--- src/rtl/iiitb_piso_pkg.sv ---
// Shared types and constants for the iiitb PISO transmitter.
// Optional parity frame bit is enabled by defining IIITB_PISO_PARITY_EN.
package iiitb_piso_pkg;

  typedef enum logic [1:0] {
    IDLE  = 2'd0,
    SHIFT = 2'd1,
    PAR   = 2'd2,
    GAP   = 2'd3
  } state_t;

  localparam int DEF_WIDTH = 4;

  // Bit counter must be able to hold WIDTH itself so it can saturate there.
  function automatic int cnt_width(input int width);
    return $clog2(width + 1);
  endfunction

endpackage

--- src/rtl/iiitb_piso_shreg.sv ---
// Data shift register, saturating bit counter and running parity for the PISO.
// Parity accumulation exists only when IIITB_PISO_PARITY_EN is defined.
module iiitb_piso_shreg
  import iiitb_piso_pkg::*;
#(
  parameter int WIDTH     = DEF_WIDTH,
  parameter int LSB_FIRST = 1,
  parameter int CW        = cnt_width(WIDTH)
) (
  input  logic             clk,
  input  logic             rst,
  input  logic             load,
  input  logic             shift,
  input  logic [WIDTH-1:0] data,
  output logic             next_bit,
  output logic             done,
  output logic             near_done
`ifdef IIITB_PISO_PARITY_EN
  ,
  output logic             parity
`endif
);

  logic [WIDTH-1:0] sreg;
  logic [WIDTH-1:0] shifted;
  logic [CW-1:0]    cnt;

  // The head bit is already on sdo; the register supplies the bit behind it.
  assign shifted   = (LSB_FIRST != 0) ? (sreg >> 1) : (sreg << 1);
  assign next_bit  = (LSB_FIRST != 0) ? sreg[1] : sreg[WIDTH-2];
  assign done      = (cnt == CW'(WIDTH - 1));
  assign near_done = (cnt == CW'(WIDTH - 2));

  // NOTE: sequential state uses non-blocking assignments so every register
  // samples the pre-edge values, independent of statement order.
  // NOTE: the data register is reset too, so an aborted word never leaks out.
  always_ff @(posedge clk) begin
    if (!rst) begin
      sreg <= '0;
      cnt  <= '0;
    end else if (load) begin
      sreg <= data;
      cnt  <= '0;
    end else if (shift) begin
      sreg <= shifted;
      if (cnt != CW'(WIDTH)) cnt <= cnt + 1'b1;
    end
  end

`ifdef IIITB_PISO_PARITY_EN
  logic head;
  logic par_acc;

  assign head   = (LSB_FIRST != 0) ? sreg[0] : sreg[WIDTH-1];
  // Complete once the final data bit is at the head (done asserted).
  assign parity = par_acc ^ head;

  always_ff @(posedge clk) begin
    if (!rst || load) begin
      par_acc <= 1'b0;
    end else if (shift && (cnt != CW'(WIDTH))) begin
      par_acc <= par_acc ^ head;
    end
  end
`endif

endmodule

--- src/rtl/iiitb_piso_tx.sv ---
// Parallel-in serial-out transmitter: valid/ready load, framed serial output.
// Define IIITB_PISO_PARITY_EN to append an even-parity bit to each frame.
module iiitb_piso_tx
  import iiitb_piso_pkg::*;
#(
  parameter int WIDTH      = DEF_WIDTH,
  parameter int LSB_FIRST  = 1,
  parameter int GAP_CYCLES = 0
) (
  input  logic             clk,
  input  logic             rst,
  input  logic             load_valid,
  output logic             load_ready,
  input  logic [WIDTH-1:0] load_data,
  output logic             sdo,
  output logic             sdo_valid,
  output logic             sdo_first,
  output logic             sdo_last,
  output logic             busy
);

  localparam bit         HAS_GAP  = (GAP_CYCLES > 0);
  localparam logic [3:0] GAP_LOAD = HAS_GAP ? 4'(GAP_CYCLES - 1) : 4'd0;

  state_t     state;
  logic [3:0] gap_cnt;
  logic       accept;
  logic       first_bit;
  logic       shift;
  logic       next_bit;
  logic       done;
  logic       near_done;

  assign accept    = (state == IDLE) && load_valid && load_ready;
  assign first_bit = (LSB_FIRST != 0) ? load_data[0] : load_data[WIDTH-1];
  assign shift     = (state == SHIFT) || (state == PAR);

`ifdef IIITB_PISO_PARITY_EN
  logic parity;
`endif

  iiitb_piso_shreg #(
    .WIDTH     (WIDTH),
    .LSB_FIRST (LSB_FIRST)
  ) u_shreg (
    .clk       (clk),
    .rst       (rst),
    .load      (accept),
    .shift     (shift),
    .data      (load_data),
    .next_bit  (next_bit),
    .done      (done),
    .near_done (near_done)
`ifdef IIITB_PISO_PARITY_EN
    ,
    .parity    (parity)
`endif
  );

  always_ff @(posedge clk) begin
    if (!rst) begin
      state      <= IDLE;
      gap_cnt    <= '0;
      sdo        <= 1'b0;
      sdo_valid  <= 1'b0;
      sdo_first  <= 1'b0;
      sdo_last   <= 1'b0;
      busy       <= 1'b0;
      load_ready <= 1'b0;
    end else begin
      // Strobes and data are pulses; states below re-assert them as needed.
      sdo       <= 1'b0;
      sdo_valid <= 1'b0;
      sdo_first <= 1'b0;
      sdo_last  <= 1'b0;

      case (state)
        IDLE: begin
          if (accept) begin
            state      <= SHIFT;
            load_ready <= 1'b0;
            busy       <= 1'b1;
            sdo        <= first_bit;
            sdo_valid  <= 1'b1;
            sdo_first  <= 1'b1;
          end else begin
            load_ready <= 1'b1;
            busy       <= 1'b0;
          end
        end

        SHIFT: begin
          if (!done) begin
            sdo       <= next_bit;
            sdo_valid <= 1'b1;
`ifdef IIITB_PISO_PARITY_EN
            sdo_last  <= 1'b0;
`else
            sdo_last  <= near_done;
`endif
          end else begin
`ifdef IIITB_PISO_PARITY_EN
            state     <= PAR;
            sdo       <= parity;
            sdo_valid <= 1'b1;
            sdo_last  <= 1'b1;
`else
            if (HAS_GAP) begin
              state   <= GAP;
              gap_cnt <= GAP_LOAD;
            end else begin
              state      <= IDLE;
              busy       <= 1'b0;
              load_ready <= 1'b1;
            end
`endif
          end
        end

`ifdef IIITB_PISO_PARITY_EN
        PAR: begin
          if (HAS_GAP) begin
            state   <= GAP;
            gap_cnt <= GAP_LOAD;
          end else begin
            state      <= IDLE;
            busy       <= 1'b0;
            load_ready <= 1'b1;
          end
        end
`endif

        GAP: begin
          if (gap_cnt == 4'd0) begin
            state      <= IDLE;
            busy       <= 1'b0;
            load_ready <= 1'b1;
          end else begin
            gap_cnt <= gap_cnt - 4'd1;
          end
        end

        default: begin
          state      <= IDLE;
          busy       <= 1'b0;
          load_ready <= 1'b0;
        end
      endcase
    end
  end

endmodule

--- config.mk ---
export PLATFORM = sky130hd
export DESIGN_NAME = iiitb_piso_tx
export DESIGN_NICKNAME = d
export VERILOG_FILES = /design/src/rtl/iiitb_piso_pkg.sv /design/src/rtl/iiitb_piso_shreg.sv /design/src/rtl/iiitb_piso_tx.sv
export SDC_FILE = /design/constraint.sdc
export NUM_CORES = 1
export LEC_CHECK = 0
export CORE_AREA = 3 3 40 42
export DETAILED_ROUTE_END_ITERATION = 8
export DIE_AREA = 0 0 43 45
export GPL_TIMING_DRIVEN = 0
export PLACE_DENSITY = 0.67
export SETUP_SLACK_MARGIN = 0.1
export SYNTH_ARGS = -nofsm -noshare
export SYNTH_HDL_FRONTEND = slang
export SYNTH_SLANG_ARGS = --single-unit
--- constraint.sdc ---
create_clock -name clk -period 2.3 [get_ports clk]
set_input_delay 0.46 -clock clk [delete_from_list [all_inputs] [get_ports clk]]
set_output_delay 0.46 -clock clk [all_outputs]
set_load 0.02 [all_outputs]
==> metrics.md <==
| Metric | Value |
|---|---|
| Core area | `1280 um2` |
| Post-synthesis register bit count | `13` |
| Die Area | `1940 um2` |
| Distinct cell type count after synthesis | `20` |
| Port buffer count | `12` |
| CTS Root Cell | `clkbuf_4` |
| First-iteration detailed-routing DRC count | `4` |
| Vias per cell | `5.01` |
| Rel. slew slack | `82.4%` |
| RD Place Congestion | `0.786` |
| Starting density of the core | `42.5%` |
| Nets | `87` |
| Pint | `0.343 mW` |
| Vias in the first global route | `453` |
| Die Wd | `43 um` |
| Area delta synth->final | `30.3%` |
| Max Slew Vio Count | `0` |
| Synth area leaders | `dfxtp_1, ha_1, a21oi_1, inv_1, nor2_1` |
| Routed Wire Length | `1.06 mm` |
| Sw frac | `26.7%` |
| Max-Cap Viols | `0` |
| Final worst path period share | `77.5%` |
| CP max FO | `6` |
| Post-CTS Resized | `0` |
| Top delay family on crit path | `buffers and inverters` |
| Worst R2R Setup Slack | `1.06 ns` |
| Psw | `0.125 mW` |
| Clk pwr share | `30.6%` |
| Arrival time of the worst setup path | `1.32 ns` |
| Synth top area share | `47.7%` |
| Routed Antenna Nets | `0` |
| Num CTS Buffers | `3` |
| Max frequency | `0.561 GHz` |
| First drt pass iteration count | `4` |
| CP max-delay cell | `clkdlybuf4s50_1` |
| CP Cell Sequence | `clkdlybuf4s50_1` |
| Post-Syn Area per Cell | `9.25 um2` |
| Setup violators final | `0` |
| Max incr delay on CP | `0.63 ns` |
| Post-synthesis cell area | `546 um2` |
| Critical path startpoint category | `flop` |
| Final HPWL from detailed placement | `770 um` |
| FP Rows | `13` |
| Sequential fraction of the synthesis area | `47.7%` |
| TritonCTS clock tree | `done` |
| Min Tclk post-route | `1.78 ns` |
| Worst-case clock buffer depth | `2` |
| DR DRC count | `0` |
| Post-synth top area cell | `dfxtp_1` |
| Postcts setup bufs | `0` |
| Pleak | `0.292 nW` |
| Logic pwr share | `16.2%` |
| Overflow after GRT | `0` |
| Total negative setup slack | `0 ns` |
| Worst Setup End Kind | `output port` |
| Clk_skew | `0.00140 ns` |
| Largest net degree at the start of global routing | `11` |
| Reg power frac | `53.3%` |
| Total GRT Usage | `13.4%` |
| Power density over the cells | `659 nW/um2` |
| Detailed-route via count | `451` |
| First-pass GRT wire length | `1.88 mm` |
| Initial antenna violation count | `0` |
| Status | `completed` |
| Worst path required time | `1.84 ns` |
| Number of H-tree levels | `1` |
| Buf/Inv on CP | `1` |
| Clock sinks | `13` |
| Hold Violations, Final | `0` |
| # diodes | `0` |
| Post-synth net total | `70` |
| Maximum vdd drop | `0.301 mV` |
| Die H | `45 um` |
| Syn. warnings | `0` |
| Total Power | `0.469 mW` |
| Worst skew pair latency | `0.28 ns` |
| Worst slew pin tran | `0.263 ns` |
| Clock Pin Slew Worst Setup and Hold Paths | `0.08 ns` |
| Hold Path Class | `flop to flop` |
| Fill cells | `130` |
| Mapped Cells | `59` |
| RSZ-0062 raised after global routing | `false` |
| Kind of critical path | `flop to output port` |
| Hold-fix buffers, CTS | `0` |
| Per-cell routed wire length | `11.8 um` |
| I/O pin cnt | `13` |
| Layout cell share with drive strength beyond 1 | `6.67%` |
-- cells in the final DEF (no fill, tap or decap), types with 2 or more instances in the layout --
cell type | netlist | layout
a21oi_1 | 6 | 6
clkbuf_4 | 0 | 3
clkdlybuf4s50_1 | 0 | 12
dfxtp_1 | 13 | 13
ha_1 | 4 | 4
inv_1 | 6 | 6
mux2i_1 | 2 | 2
nand2_1 | 4 | 4
nand3_1 | 4 | 4
nand4_1 | 2 | 2
nor2_1 | 6 | 6
o21ai_0 | 2 | 2
-- area by class of cell --
| type | count | area (um2) | area share (%) |
|---|---|---|---|
| Multi-Input combinational cell | 39 | 251 | 35.4 |
| Tap cell | 15 | 18.8 | 2.64 |
| Buffer | 1 | 11.3 | 1.58 |
| Clock buffer | 4 | 26.3 | 3.70 |
| Timing Repair Buffer | 12 | 120 | 16.9 |
| Sequential cell | 13 | 260 | 36.6 |
| Inverter | 6 | 22.5 | 3.17 |
-- Yosys cell counts, drive strengths merged --
cell / count
o21ai: 2
and3b: 1
a21oi: 6
nor2b: 1
nand4: 2
a311oi: 1
nand3b: 1
dfxtp: 13
mux2i: 2
nor2: 6
nand3: 4
a31oi: 1
and3: 1
ha: 4
nand2: 4
a211oi: 2
inv: 6
o21a: 1
buf: 1
-- stage by stage --
| step | cell area (um2) | std cells | hold WS [ns] | setup WS, ns | utilization (%) |
|---|---|---|---|---|---|
| after floorplan | 546 | 59 | 0.430 | 1.18 | - |
| after global placement | 684 | 86 | 0.459 | 0.695 | 53.3 |
| after detailed placement | 684 | 86 | 0.462 | 0.690 | 53.3 |
| after CTS | 711 | 90 | 0.477 | 0.502 | 55.3 |
| after global routing | 711 | 90 | 0.504 | 0.452 | 55.3 |
| final | 711 | 90 | 0.467 | 0.517 | 55.3 |
-- worst paths after layout --
path / depth (start not counted) / from / end
setup / recovery: 1 / load_ready / load_ready
hold / removal: 2 / u_shreg.sreg[3] / u_shreg.sreg[3]
setup reg to reg: 5 / u_shreg.cnt[0] / busy
hold reg to reg: 2 / u_shreg.sreg[3] / u_shreg.sreg[3]
-- power groups by stage --
stage / clock, mW / sequential (mW) / combinational [mW]
finish: 0.143 / 0.250 / 0.0759
global route: 0.161 / 0.252 / 0.0858
CTS: 0.148 / 0.250 / 0.0768
detailed placement: 0 / 0.255 / 0.0762
global placement: 0 / 0.255 / 0.0753
floorplan: 0 / 0.260 / 0.0386
-- registers in the layout, summed over array words and instances (netlist names) --
| register | count |
|---|---|
| sdo_last | 1 |
| state | 1 |
| load_ready | 1 |
| u_shreg.sreg | 3 |
| sdo | 1 |
| sdo_first | 1 |
| sdo_valid | 1 |
| busy | 1 |
| u_shreg.cnt | 3 |
-- metal layers --
metal	vias to the layer above	share of wire [%]	GRT usage, %	wire (um)
met5	-	0	0	0
li1	235	-	-	-
met2	10	40	20.4	426
met4	0	2.6	7.23	28
met3	4	4.9	3.59	52
met1	202	52	17.3	554
-- cells by family after synthesis --
kind of cell | count (synthesis) | share of synthesized area, %
AO/OA/AOI/OAI | 13 | 15.1
adder cells (fa/ha/maj) | 4 | 9.17
buffers and inverters | 7 | 6.19
flip-flops | 13 | 47.7
multiplexers | 2 | 3.67
AND/OR/NAND/NOR | 20 | 18.1
No activity file was read; power rests on OpenSTA's default activity.
